`src/rtl/fp_divider_seq.sv`:
```
// fp_divider_seq: sequential single-precision FP divider, restoring division, one quotient bit per clock.
// Ports: clk, rst_n (async active-low); start, a (dividend), b (divisor) sampled in IDLE;
//        q (quotient), dbz/ovf/unf flags held until the next result; done (1-cycle pulse); busy.
// Format: value = 0.1f x 2^(e-126); exponent 0 is zero, no denormals, no rounding.
module fp_divider_seq (
  input  logic        clk,
  input  logic        rst_n,
  input  logic        start,
  input  logic [31:0] a,
  input  logic [31:0] b,
  output logic [31:0] q,
  output logic        done,
  output logic        busy,
  output logic        dbz,
  output logic        ovf,
  output logic        unf
);
  typedef enum logic [1:0] {IDLE, CALC, NORM} state_t;
  state_t state, state_n;
  logic        s;
  logic [7:0]  ea, eb;
  logic [24:0] r, qr;
  logic [23:0] m, diff;
  logic [4:0]  cnt;
  logic        ge;
  logic [9:0]  e;
  logic [22:0] frac;
  logic [31:0] q_n;
  logic        dbz_n, ovf_n, unf_n;
  assign busy = state != IDLE;
  assign ge   = r >= {1'b0, m};
  // when r >= m the difference is below m, so its low 24 bits are exact
  assign diff = r[23:0] - m;
  // two's-complement exponent; bit 9 is the sign
  assign e    = {2'b00, ea} - {2'b00, eb} + 10'd126 + {9'd0, qr[24]};
  assign frac = qr[24] ? qr[23:1] : qr[22:0];
  always_ff @(posedge clk or negedge rst_n)
    if (!rst_n) state <= IDLE;
    else state <= state_n;
  always_comb begin
    state_n = state;
    state_n = (state == IDLE) ? (start ? CALC : IDLE) :
              (state == CALC) ? (cnt == 5'd24 ? NORM : CALC) : IDLE;
  end
  always_comb begin
    q_n   = {s, e[7:0], frac};
    dbz_n = 1'b0;
    ovf_n = 1'b0;
    unf_n = 1'b0;
    if (eb == 8'd0 && ea == 8'd0) begin
      q_n   = 32'h7FC00000;
      dbz_n = 1'b1;
    end else if (eb == 8'd0) begin
      q_n   = {s, 8'hFF, 23'h0};
      dbz_n = 1'b1;
    end else if (ea == 8'd0) begin
      q_n   = {s, 31'h0};
    end else if (!e[9] && e >= 10'd255) begin
      q_n   = {s, 8'hFF, 23'h0};
      ovf_n = 1'b1;
    end else if (e[9] || e == 10'd0) begin
      q_n   = {s, 31'h0};
      unf_n = 1'b1;
    end
  end
  always_ff @(posedge clk or negedge rst_n)
    if (!rst_n) begin
      s    <= 1'b0;
      ea   <= 8'd0;
      eb   <= 8'd0;
      r    <= 25'd0;
      m    <= 24'd0;
      qr   <= 25'd0;
      cnt  <= 5'd0;
      q    <= 32'd0;
      done <= 1'b0;
      dbz  <= 1'b0;
      ovf  <= 1'b0;
      unf  <= 1'b0;
    end else begin
      done <= state == NORM;
      if (state == IDLE && start) begin
        s   <= a[31] ^ b[31];
        ea  <= a[30:23];
        eb  <= b[30:23];
        r   <= {2'b01, a[22:0]};
        m   <= {1'b1, b[22:0]};
        qr  <= 25'd0;
        cnt <= 5'd0;
      end
      if (state == CALC) begin
        qr  <= {qr[23:0], ge};
        r   <= ge ? {diff, 1'b0} : {r[23:0], 1'b0};
        cnt <= cnt + 5'd1;
      end
      if (state == NORM) begin
        q   <= q_n;
        dbz <= dbz_n;
        ovf <= ovf_n;
        unf <= unf_n;
      end
    end
endmodule

```
`config.mk`:
```
export PLATFORM = sky130hd
export DESIGN_NAME = fp_divider_seq
export DESIGN_NICKNAME = d
export VERILOG_FILES = /design/src/rtl/fp_divider_seq.sv
export SDC_FILE = /design/constraint.sdc
export NUM_CORES = 1
export LEC_CHECK = 0
export ABC_AREA = 1
export CORE_ASPECT_RATIO = 0.9
export CORE_MARGIN = 2
export CORE_UTILIZATION = 51
export DETAILED_ROUTE_END_ITERATION = 7
export PLACE_DENSITY = 0.87
export SYNTH_ARGS = -nofsm -noshare
export SYNTH_HDL_FRONTEND = slang
export SYNTH_SLANG_ARGS = --single-unit
```
`constraint.sdc`:
```
create_clock -name clk -period 2.64 [get_ports clk]
set_clock_uncertainty 0.2 [all_clocks]
set_input_delay 0.66 -clock clk [delete_from_list [all_inputs] [get_ports clk]]
set_output_delay 0.66 -clock clk [all_outputs]
set_load 0.005 [all_outputs]
```
=== Word-level counts from Yosys, hierarchy flattened ===
Cells that the tools add are included.

* Logic and storage cells: 63
* Output and inout port bits: 37
* Bits of input ports: 67
* Flip-flop bits (word level): 134

* Bitwise gates (word level): 1
* Order comparisons: 2
* Equal/unequal tests: 3
* Muxes and demuxes: 28
* Add/subtract/negate cells: 5
* Reduce and logical (&&, ||, !) cells: 11

{| class="wikitable"
|+ Operators by type and width
! kind !! number
|-
| two-way mux 25 bit || 5
|-
| two-way mux 31 bit || 4
|-
| two-way mux 32 bit || 1
|-
| greater-or-equal comparator 25 x 24 -> 1 bit || 1
|-
| subtractor 24 bit || 1
|-
| two-way mux 23 bit || 1
|-
| zero test 8 bit || 2
|-
| two-way mux 1 bit || 12
|-
| adder 10 x 1 -> 10 bit || 1
|-
| adder 9 x 8 -> 10 bit, second input constant || 1
|-
| greater-or-equal comparator 10 x 8 -> 1 bit, second input constant || 1
|-
| zero test 10 bit || 1
|-
| two-way mux 5 bit || 2
|-
| subtractor 8 x 8 -> 9 bit || 1
|-
| two-way mux 2 bit || 3
|-
| adder 5 x 1 -> 5 bit, second input constant || 1
|-
| == test 5 bit, second input constant || 1
|-
| nonzero test 2 bit || 2
|-
| logical AND 1 bit || 3
|-
| == test 2 x 1 -> 1 bit, second input constant || 1
|-
| == test 2 bit, second input constant || 1
|-
| zero test 2 bit || 1
|-
| zero test 1 bit || 1
|-
| logical OR 1 bit || 1
|-
| bitwise XOR 1 bit || 1
|}

=== Longest topological paths before layout ===
Gate-level depths: netlist (run 1).

* Word-level depth: 10
* Mapped depth: 21
* Depth with buffers taken out: 21

=== Worst setup path before layout (run 1) ===
Ideal clock, no wire load.

* Path type: register to register
* From: reg ea[0]
* To: reg q[14]
* Clock period less this slack: 2914 ps
* Arrival time: 2592 ps
* Stages on the path, launching flop included: 19
* Data required time: 2318 ps
* Setup slack: -274 ps
* Setup time: 122 ps
* Path through: dfrtp_1 -> inv_1 -> ha_1 -> inv_1 -> fa_1 -> inv_1 -> ha_1 -> or2_2 -> nor2_1 -> nand3_1 -> nor2_1 -> nand2_1 -> inv_1 -> nand3_1 -> nand2_2 -> nand2_4 -> nand2_4 -> buf_6 -> o21ai_1

* Cells in the longest elaborated chain, start to end: 10
* Elaborated cells between the ends (all ways): 15

{| class="wikitable"
|+ RTL lines
! item !! line !! source
|-
| from (decl) || 21 || <nowiki>logic [7:0] ea, eb;</nowiki>
|-
| from (signal assigned) || 84 || <nowiki>ea <= a[30:23];</nowiki>
|-
| parallel branches: the longest is 9 deep, another holds adder 9 x 8 -> 10 bit || n/a ||
|-
| two-way mux 32 bit (*) || 50 || <nowiki>if (eb == 8'd0 && ea == 8'd0) begin</nowiki>
|-
| to (signal assigned) || 97 || <nowiki>q <= q_n;</nowiki>
|-
| to (decl) || 11 || <nowiki>output logic [31:0] q,</nowiki>
|}

Every way passes the cells marked *.
A chain may end at the register's enable or synchronous reset.

=== Final worst setup path (run 1) ===
* From: reg ea[0]
* To: reg q[27]

The elaborated chain is that of the path after synthesis.

==> results of run 1 <==
what timing repair did:
action,CTS,global route
gates cloned,2,1
pin swaps,24,12
setup buffers,7,3
gates resized for setup,46,46
setup endpoints to repair,33,57
cells by family after synthesis:
logic type | synth area share [%]
xor+xnor | 2.07
flops | 41.7
simple gates | 22.0
fa+ha+maj | 6.10
buf+inv | 8.99
compound gates | 18.9
mux | 0.249
path summary, 6_finish.rpt:
check / end / cells after the start / slack, ns / from
max in group asynchronous: qr[6] / 2 / 1.84 / rst_n
min: ea[7] / 2 / 0.02 / rst_n
min reg2reg: m[23] / 2 / 0.27 / m[23]
max reg2reg: q[27] / 22 / -0.42 / ea[0]
min in group clk: m[23] / 2 / 0.27 / m[23]
max: q[27] / 22 / -0.42 / ea[0]
metal layers:
metal  part of all wire [%]  GRT usage (%)  wire length [µm]  vias to the layer above
li1                       -              -                 -                     3787
met1                     44           34.6              9640                     3750
met2                     49           46.2             10700                      273
met3                    5.3           5.70              1160                       33
met4                    1.7           9.51               376                        0
met5                      0              0                 0                        -
layout by cell type (no fill, tap or decap), types with 4 or more instances in the layout:
master                            instances
sky130_fd_sc_hd__inv_1                  126
sky130_fd_sc_hd__buf_12                   5
sky130_fd_sc_hd__clkdlybuf4s50_1        102
sky130_fd_sc_hd__clkbuf_16               18
sky130_fd_sc_hd__inv_2                    8
sky130_fd_sc_hd__nand2_1                258
sky130_fd_sc_hd__o21bai_1                 9
sky130_fd_sc_hd__nor2_1                  50
sky130_fd_sc_hd__nand2_2                 21
sky130_fd_sc_hd__buf_4                   55
sky130_fd_sc_hd__o21ai_0                105
sky130_fd_sc_hd__buf_6                    6
sky130_fd_sc_hd__o211ai_1                 6
sky130_fd_sc_hd__inv_6                    6
sky130_fd_sc_hd__ha_4                     4
sky130_fd_sc_hd__a21oi_2                  6
sky130_fd_sc_hd__nor2_2                   4
sky130_fd_sc_hd__o21ai_2                 22
sky130_fd_sc_hd__a2bb2oi_1                7
sky130_fd_sc_hd__nand3b_1                 4
sky130_fd_sc_hd__ha_1                    29
sky130_fd_sc_hd__nand3_1                 38
sky130_fd_sc_hd__o22ai_1                 24
sky130_fd_sc_hd__nand3_2                  6
sky130_fd_sc_hd__dfrtp_1                134
sky130_fd_sc_hd__nand2_4                  6
sky130_fd_sc_hd__xnor2_1                 10
sky130_fd_sc_hd__nor4_1                   6
sky130_fd_sc_hd__clkinv_4                 4
sky130_fd_sc_hd__o21ai_1                 10
sky130_fd_sc_hd__nand4_1                  9
sky130_fd_sc_hd__a21oi_1                 66
sky130_fd_sc_hd__xor2_1                   9
sequential cells by signal (all words and copies together) (netlist names):
name	count
ovf	1
q	32
unf	1
dbz	1
eb	8
r	25
s	1
state	2
qr	25
done	1
ea	8
cnt	5
m	24
layout make-up:
class	count	area, µm²	share of cell area, %
multi-input cells	747	4290	40.1
flip-flops and latches	134	3350	31.3
repair buffers	171	1680	15.7
inverters	137	529	4.94
clock buffers	18	439	4.10
well taps	202	253	2.36
clock inverters	14	164	1.53
worst reg2reg max path, stage by stage, from the launching register on:
cell                      delay, ns
sky130_fd_sc_hd__dfrtp_1       0.39
sky130_fd_sc_hd__inv_2         0.08
sky130_fd_sc_hd__ha_4          0.13
sky130_fd_sc_hd__inv_4         0.03
sky130_fd_sc_hd__fa_1          0.44
sky130_fd_sc_hd__inv_2         0.11
sky130_fd_sc_hd__ha_4          0.14
sky130_fd_sc_hd__inv_2         0.04
sky130_fd_sc_hd__a21oi_4       0.12
sky130_fd_sc_hd__nand3_2       0.13
sky130_fd_sc_hd__nand2_1       0.10
sky130_fd_sc_hd__nand2_1       0.10
sky130_fd_sc_hd__nor2_1        0.11
sky130_fd_sc_hd__nand2_1       0.10
sky130_fd_sc_hd__inv_2         0.08
sky130_fd_sc_hd__nand3_4       0.08
sky130_fd_sc_hd__nand2_4       0.10
sky130_fd_sc_hd__nand2_4       0.08
sky130_fd_sc_hd__buf_6         0.13
sky130_fd_sc_hd__buf_6         0.11
sky130_fd_sc_hd__o21ai_1       0.06
sky130_fd_sc_hd__nand2_1       0.06
sky130_fd_sc_hd__nand2_1       0.09
per-stage QoR:
stage / area (µm²) / setup TNS, ns / worst slack (ns) / utilization [%] / hold WS, ns
floorplan: 8070 / -2.03 / -0.0993 / - / 0.164
finish: 10700 / -11.60 / -0.416 / 69.4 / 0.0238
detailed placement: 9620 / -9.78 / -0.362 / 62.3 / 0.252
CTS: 10500 / -8.95 / -0.305 / 67.9 / 0.0377
global route: 10700 / -15.28 / -0.554 / 69.4 / 0.0467
global placement: 9620 / -6.40 / -0.253 / 62.3 / 0.239
==> metrics.txt, run 1 <==
result of the run finished, violations left; violations in the final reports setup timing; Period minus WS final 3.06 ns; share of synthesized registers carrying an async set or reset 100%; cts-stage hold buffer count 0; number of antenna repair diodes 0; arrival time worst endpoint 3.22 ns; unrepaired setup endpoints after global routing true; Worst Path Class, Setup reg -> reg; initial antenna violation count 0; HPWL after DPL 14500 µm; TritonCTS clock tree done; worst max-slew margin expressed relative to the limit about 60%; number of synthesized flops with an enable pin 0; largest net degree at the start of global routing 74; Clock Sink Count 134; CP Buf/Inv Count 7; setup violators final 33; total number of placement rows 43; initial core utilization between 50% and 60%; final standard cell count with taps included and fillers excluded 1423; number of ports placed on the die boundary 104; vias after detailed routing between 7000 and 8000; largest fanout on the critical path 4; number of different library cells in the post-synthesis netlist 44; count of filler cells inserted in the layout 1201; YS warnings 0; gate family responsible for the most delay along the worst path simple AND/OR/NAND/NOR gates; CTS clock-pin slew for the worst setup and hold paths around 0.060 ns; post-synth top area share between 40% and 50%; remaining antenna violation count 0; number of remaining DRC errors 0; clock network latency to the later pin of the worst-skew pair 0.42 ns; routability cong. 0.907; Fmax achieved 327 MHz; CP startpoint kind flip-flop; Placed Cells 1378; nets between 1000 and 1500; ratio of routed vias to standard cells ~5.5; main area contributors after synthesis sky130_fd_sc_hd__dfrtp_1 (42%), sky130_fd_sc_hd__nand2_1 (13%), sky130_fd_sc_hd__o21ai_0 (7.0%), sky130_fd_sc_hd__inv_1 (6.2%), sky130_fd_sc_hd__ha_1 (5.6%); Max stage delay cell, worst path sky130_fd_sc_hd__fa_1; Final Routed Wirelength around 22000 µm; global-route wire length before repair 35900 µm; share of layout cells above drive strength 1 around 17%; die extent in x ~140 µm; commonest cells in the synthesized netlist sky130_fd_sc_hd__nand2_1 (274), sky130_fd_sc_hd__dfrtp_1 (134), sky130_fd_sc_hd__inv_1 (132), sky130_fd_sc_hd__o21ai_0 (113), sky130_fd_sc_hd__a21oi_1 (72); average footprint of a synthesized cell 7.59 µm²; CTS max path bufs 2; port bufs 103; cts bufs inserted 17; fin crit share 116%; area growth from synthesis to layout 33.2%; register area share after synthesis 41.7%; WL per Instance 15.4 µm; H-tree depth 4; clock root cell sky130_fd_sc_hd__clkbuf_16; class of the tightest hold or removal check in -> async; first drt pass iteration count 5; cell with the most instances after synthesis sky130_fd_sc_hd__nand2_1; global routing usage summed across all routing layers 27.2%; Worst Max-Slew Pin Slew between 0.6 and 0.7 ns; Synth Instances between 1000 and 1500; Critical Path RT 2.80 ns; Detailed Route Iter0 Violations 631; Crit path largest cell delay between 0.4 and 0.5 ns; grt total ovfl 0; Critical Path Sink Type flip-flop; worst path setup slack after routing -0.416 ns; total die area 16800 µm²; core footprint 15400 µm²; via count of the first global-routing pass 7630; Die Y 123 µm; cell breakdown of the critical path inv_2 > ha_4 > inv_4 > fa_1 > inv_2 > ha_4 > inv_2 > a21oi_4 > nand3_2 > nand2_1 > nand2_1 > nor2_1 > nand2_1 > inv_2 > nand3_4 > nand2_4 > nand2_4 > buf_6 > buf_6 > o21ai_1 > nand2_1 > nand2_1; final hold violations 0; register bit count reported by yosys 134; netlist area before placement 8040 µm²; Synth Net Count 1165; number of maximum-capacitance violations 0; most instantiated flip-flop cell in the synthesis netlist sky130_fd_sc_hd__dfrtp_1; cell mode on critical path sky130_fd_sc_hd__nand2_1; leading area contributor after synthesis sky130_fd_sc_hd__dfrtp_1; final-report max-slew violation count 0
Power of run 1 is not shown: default switching activity piles up to over one toggle a cycle in this logic, so the estimate is an artifact.
==> inputs of run 2 (changes only) <==
--- a/config.mk
+++ b/config.mk
@@ -6,7 +6,7 @@
 export NUM_CORES = 1
 export LEC_CHECK = 0
 export ABC_AREA = 1
-export CORE_ASPECT_RATIO = 0.9
+export CORE_ASPECT_RATIO = 1.2
 export CORE_MARGIN = 2
 export CORE_UTILIZATION = 51
 export DETAILED_ROUTE_END_ITERATION = 7
==> metrics.txt, run 2 (synthesis results as in run 1) <==
initial antenna violation count 0 (unchanged); share of layout cells above drive strength 1 17.3% (+0.65 points); Top reg by flops q; footprint of the multi-input gates 4330 µm² (+0.79%); class of the tightest hold or removal check reg -> reg; worst reg2reg startpoint ea[0]; most common cell after layout, fill and taps aside sky130_fd_sc_hd__nand2_1; Crit path largest cell delay 0.40 ns (-0.04 ns); most frequent cells in the layout sky130_fd_sc_hd__nand2_1 (262), sky130_fd_sc_hd__dfrtp_1 (133), sky130_fd_sc_hd__inv_1 (127), sky130_fd_sc_hd__o21ai_0 (106), sky130_fd_sc_hd__clkdlybuf4s50_1 (102); sum of negative setup slack -15.55 ns (-3.95 ns); H-tree depth 4 (unchanged); TritonCTS clock tree done; setup violators final 33 (unchanged); routability cong. 0.940 (+3.5%); WHS Path Cells 2; total number of placement rows 50 (+16%); via count of the first global-routing pass 7569 (-0.80%); Largest register FFs 32 (unchanged); count of filler cells inserted in the layout 1191 (-0.83%); CP startpoint kind flip-flop; CTS clock-pin slew for the worst setup and hold paths 0.06 ns (about the same); core footprint 15500 µm² (+0.48%); first drt pass iteration count 6 (+1); grt total ovfl 0 (unchanged); nets 1320 (+0.53%); number of antenna repair diodes 0 (unchanged); clock network latency to the later pin of the worst-skew pair 0.42 ns (about the same); Register Area 3350 µm² (about the same); Critical Path RT 2.75 ns (-0.05 ns); cell breakdown of the critical path inv_2 > ha_4 > inv_4 > fa_2 > buf_4 > nand2_2 > a21oi_2 > nand3_1 > nand2_1 > nor2_2 > nand3_1 > nor2_2 > nand3_4 > nand2_4 > buf_4 > inv_6 > nand2_1 > o21ai_2; result of the run finished, violations left; WL per Instance 15.7 µm (+2.0%); number of ports placed on the die boundary 104 (unchanged); unrepaired setup endpoints after global routing true; total die area 16800 µm² (about the same); largest fanout on the critical path 6 (+2); clock root cell sky130_fd_sc_hd__clkbuf_16; Clock Sink Count 134 (unchanged); largest net degree at the start of global routing 60 (-19%); die extent in x 119 µm (-13%); Detailed Route Iter0 Violations 672 (+6.5%); arrival time worst endpoint 3.29 ns (+0.07 ns); worst path setup slack after routing -0.546 ns (-0.129 ns); worst slack at placement -0.336 ns (+0.0261 ns); CTS max path bufs 2 (unchanged); final-report max-slew violation count 0 (unchanged); area growth from synthesis to layout 33.9%; worst max-slew margin expressed relative to the limit 60.8% (+1.6 points); Max stage delay cell, worst path sky130_fd_sc_hd__dfrtp_1; fin crit share 121% (+4.9 points); number of maximum-capacitance violations 0 (unchanged); number of remaining DRC errors 0 (unchanged); initial core utilization 51.8% (-0.25 points); Die Y 142 µm (+15%); HPWL after DPL 14100 µm (-3.1%); Fmax achieved 314 MHz (-4.1%); registers with the most flip-flops q: 32 flops, qr: 25 flops, r: 25 flops; final worst hold slack 0.263 ns (+0.239 ns); global-route wire length before repair 34800 µm (-3.2%); Worst Path Class, Setup reg -> reg; Hold Startpoint m[23]; Worst setup startpoint ea[0]; ratio of routed vias to standard cells 5.52 (about the same); Worst Max-Slew Pin Slew 0.587 ns (-0.0226 ns); final hold violations 0 (unchanged); vias after detailed routing 7917 (+0.94%); Critical Path Sink Type flip-flop; global routing usage summed across all routing layers 25.6% (-1.6 points); remaining antenna violation count 0 (unchanged); logic depth of the worst register-to-register path 18 (-18%); cts bufs inserted 17 (unchanged); Period minus WS final 3.19 ns (+0.129 ns); violations in the final reports setup timing; Final Routed Wirelength 22500 µm (+2.9%); port bufs 103 (unchanged)
## run 2: path summary, 6_finish.rpt
kind | end | slack, ns
max in group asynchronous | q[27] | 1.06
worst max-delay path | q[3] | -0.55
worst max register to register | q[3] | -0.55
worst min-delay path | m[23] | 0.26
worst min register to register | m[23] | 0.26
min in group asynchronous | m[6] | 0.52
## run 2: layout make-up
cell class	count	share of cell area [%]
multi-input cells	747	40.2
clock inverters	9	0.708
well taps	208	2.42
inverters	137	4.91
flip-flops and latches	134	31.1
clock buffers	22	4.49
repair inverters	2	0.163
repair buffers	176	16.0
## run 2: per-stage QoR
step                      instances  area (µm²)  util, %
after CTS                      1421       10400     66.7
after global placement         1381        9600     61.9
final                          1435       10800     69.4
after floorplan                1060        8070        -
after detailed placement       1381        9600     61.9
after global routing           1435       10800     69.4
## run 2: worst max-delay path, delay by kind of cell (launching register included)
kind                       cells  cell delay, ns
DFF                            1            0.40
AOI/OAI and AO/OA              2            0.17
adders and majority gates      2            0.50
buffers and inverters          5            0.50
and+or+nand+nor                9            1.29
## run 2: repair_timing
item	4_1_cts	5_1_grt
endpoints found under the hold margin	40	0
gates cloned	2	3
buffers inserted	6	13
resized for setup	25	64
pin swaps	19	14
endpoints found under the setup margin	37	55
hold buffers	1	0
## run 2: metal layers
layer / track usage, % / share of wire (%)
met5: 0 / 0
met1: 29.5 / 39
met3: 4.86 / 4.1
met2: 46.4 / 53
met4: 11.0 / 3.8
Power of run 2 is left out for the same reason.
==> inputs of run 3 (changes only) <==
--- a/config.mk
+++ b/config.mk
@@ -6,11 +6,11 @@
 export NUM_CORES = 1
 export LEC_CHECK = 0
 export ABC_AREA = 1
-export CORE_ASPECT_RATIO = 1.2
+export CORE_ASPECT_RATIO = 1.5
 export CORE_MARGIN = 2
-export CORE_UTILIZATION = 51
+export CORE_UTILIZATION = 56
 export DETAILED_ROUTE_END_ITERATION = 7
-export PLACE_DENSITY = 0.87
+export PLACE_DENSITY = 0.91
 export SYNTH_ARGS = -nofsm -noshare
 export SYNTH_HDL_FRONTEND = slang
 export SYNTH_SLANG_ARGS = --single-unit
==> constraint.sdc (replaced) <==
create_clock -name clk -period 3.55 [get_ports clk]
set_clock_uncertainty 0.2 [all_clocks]
set_input_delay 0.8875 -clock clk [delete_from_list [all_inputs] [get_ports clk]]
set_output_delay 0.8875 -clock clk [all_outputs]
set_load 0.005 [all_outputs]
==> metrics.txt, run 3 (synthesis results as in run 1) <==
most used routing layer met2; initial antenna violation count 0 (unchanged); Crit path largest cell delay 0.48 ns (+0.08 ns); CTS clock-pin slew for the worst setup and hold paths 0.06 ns (about the same); total die area 15400 µm² (-8.6%); gate family responsible for the most delay along the worst path simple AND/OR/NAND/NOR gates; registers with the most flip-flops q: 32 flops, qr: 25 flops, r: 25 flops; endpoint of the lowest-slack register-to-register path q[22]; clock network latency to the later pin of the worst-skew pair 0.42 ns (about the same); Worst setup startpoint ea[0]; remaining antenna violation count 0 (unchanged); worst max-slew margin expressed relative to the limit 54.9% (-5.9 points); Detailed Route Iter0 Violations 373 (-44%); Period minus WS final 3.25 ns (+0.0616 ns); areal power density over the cells 1110 nW/µm²; CP Buf/Inv Count 4 (-1); CTS max path bufs 2 (unchanged); result of the run finished, final reports clean; unrepaired setup endpoints after global routing false; most common cell after layout, fill and taps aside sky130_fd_sc_hd__nand2_1; static leakage power 4.66 nW; cts bufs inserted 17 (unchanged); Final Routed Wirelength 19200 µm (-14%); fin crit share 91.5% (-29 points); arrival time worst endpoint 3.35 ns (+0.06 ns); via count of the first global-routing pass 7235 (-4.4%); clock root cell sky130_fd_sc_hd__clkbuf_16; die extent in x 102 µm (-14%); first drt pass iteration count 5 (-1); logic depth of the worst register-to-register path 19 (+1); cts-stage hold buffer count 0 (-1); global routing usage summed across all routing layers 26.2% (+0.56 points); share of layout cells above drive strength 1 6.96% (-10 points); CP startpoint kind flip-flop; core footprint 14100 µm² (-9.4%); largest fanout on the critical path 24 (+18); routability cong. 0.900 (-4.2%); number of antenna repair diodes 0 (unchanged); Critical Path Sink Type flip-flop; Hold Startpoint m[23]; post_cts resized 0 (-100%); cell breakdown of the critical path inv_1 > ha_1 > inv_1 > fa_1 > inv_1 > ha_1 > or2_2 > nor2_1 > nand3_1 > nor2_1 > nand2_1 > inv_1 > nand3_1 > nand2_2 > nand2_4 > nand2_4 > nor2_1 > nor2_1 > nor2_1; grt total ovfl 0 (unchanged); routing usage on met3 3.65% (-1.2 points); number of post-CTS setup repair buffers 0 (-6); H-tree depth 4 (unchanged); Max stage delay cell, worst path sky130_fd_sc_hd__fa_1; Fmax achieved 308 MHz (-1.9%); met1 track demand over resource 29.2% (-0.28 points); final hold violations 0 (unchanged); most frequent cells in the layout sky130_fd_sc_hd__nand2_1 (274), sky130_fd_sc_hd__dfrtp_1 (134), sky130_fd_sc_hd__inv_1 (132), sky130_fd_sc_hd__o21ai_0 (113), sky130_fd_sc_hd__clkdlybuf4s50_1 (102); Largest register FFs 32 (unchanged); critical path depth in cells 19 (+1); global-route wire length before repair 32100 µm (-7.6%); Top reg by flops q; largest net degree at the start of global routing 80 (+33%); Clock Sink Count 134 (unchanged); Die Y 151 µm (+6.5%); initial core utilization 57.2% (+5.4 points); area growth from synthesis to layout 22.0%; class of the tightest hold or removal check reg -> reg; Worst Max-Slew Pin Slew 0.676 ns (+0.0893 ns); number of remaining DRC errors 0 (unchanged); setup violators final 0 (-100%); TritonCTS clock tree done; nets 1258 (-4.7%); final-report max-slew violation count 0 (unchanged); total number of placement rows 53 (+6.0%); sum of negative setup slack 0 ns (+15.55 ns); vias after detailed routing 7434 (-6.1%); M2 GR Usage 49.0% (+2.6 points); HPWL after DPL 13500 µm (-4.1%); Reg2Reg Setup Slack 0.30 ns (+0.85 ns); final design instance area without fill 9810 µm² (-8.9%); count of filler cells inserted in the layout 1119 (-6.0%); placed cell area 9220 µm² (-4.0%); number of ports placed on the die boundary 104 (unchanged); number of maximum-capacitance violations 0 (unchanged); Worst Path Class, Setup reg -> reg; Critical Path RT 3.66 ns (+0.91 ns); peak supply drop 0.667 mV; port bufs 103 (unchanged); ratio of routed vias to standard cells 5.48 (-0.63%); worst reg2reg startpoint ea[0]; cell mode on critical path sky130_fd_sc_hd__nor2_1; last element of the critical path q[22]; WL per Instance 14.2 µm (-9.5%)
==> run 3: worst min-delay path, stage by stage (launching register included) <==
cell	delay, ns
sky130_fd_sc_hd__dfrtp_1	0.32
sky130_fd_sc_hd__inv_1	0.05
sky130_fd_sc_hd__nand2_1	0.06
==> run 3: worst min path at each step <==
| stage | to | cells after the start |
|---|---|---|
| finish | m[23] | 2 |
| global route | q[18] | 2 |
| CTS | m[23] | 2 |
| detailed placement | m[23] | 2 |
| global placement | m[23] | 2 |
| floorplan | m[23] | 2 |
==> run 3: power breakdown <==
group	switching [W]	internal, W	leakage (nW)	total [W]
clock	0.000671	0.00112	0.292	0.00179
combinational	0.00432	0.00234	2.67	0.00666
sequential	0.000322	0.00209	1.71	0.00241
==> run 3: cell type report <==
class	count	area (µm²)	share of cell area (%)
clock inverter	12	156	1.59
clock buffer	18	439	4.48
inverter	137	517	5.27
timing repair buffer	116	1140	11.6
sequential	134	3350	34.2
multi-input combinational	747	3970	40.4
tap	192	240	2.45
==> run 3: per-layer routing <==
layer	part of all wire [%]	wire, µm
met4	2.8	544
met3	4.3	834
met2	54	10500
met5	0	0
met1	38	7410
==> run 3: per-stage QoR <==
step / setup slack (ns) / util, % / cells / power (W) / hold slack, ns
6_report: 0.303 / 69.8 / 1356 / 0.0109 / 0.264
5_1_grt: 0.0434 / 69.8 / 1356 / 0.0118 / 0.301
4_1_cts: 0.331 / 69.8 / 1356 / 0.0108 / 0.266
3_5_place_dp: 0.368 / 65.5 / 1326 / 0.00888 / 0.250
3_3_place_gp: 0.421 / 65.5 / 1326 / 0.00866 / 0.239
2_1_floorplan: 0.636 / - / 1060 / 0.00770 / 0.226
No activity file was read; power rests on OpenSTA's default activity.
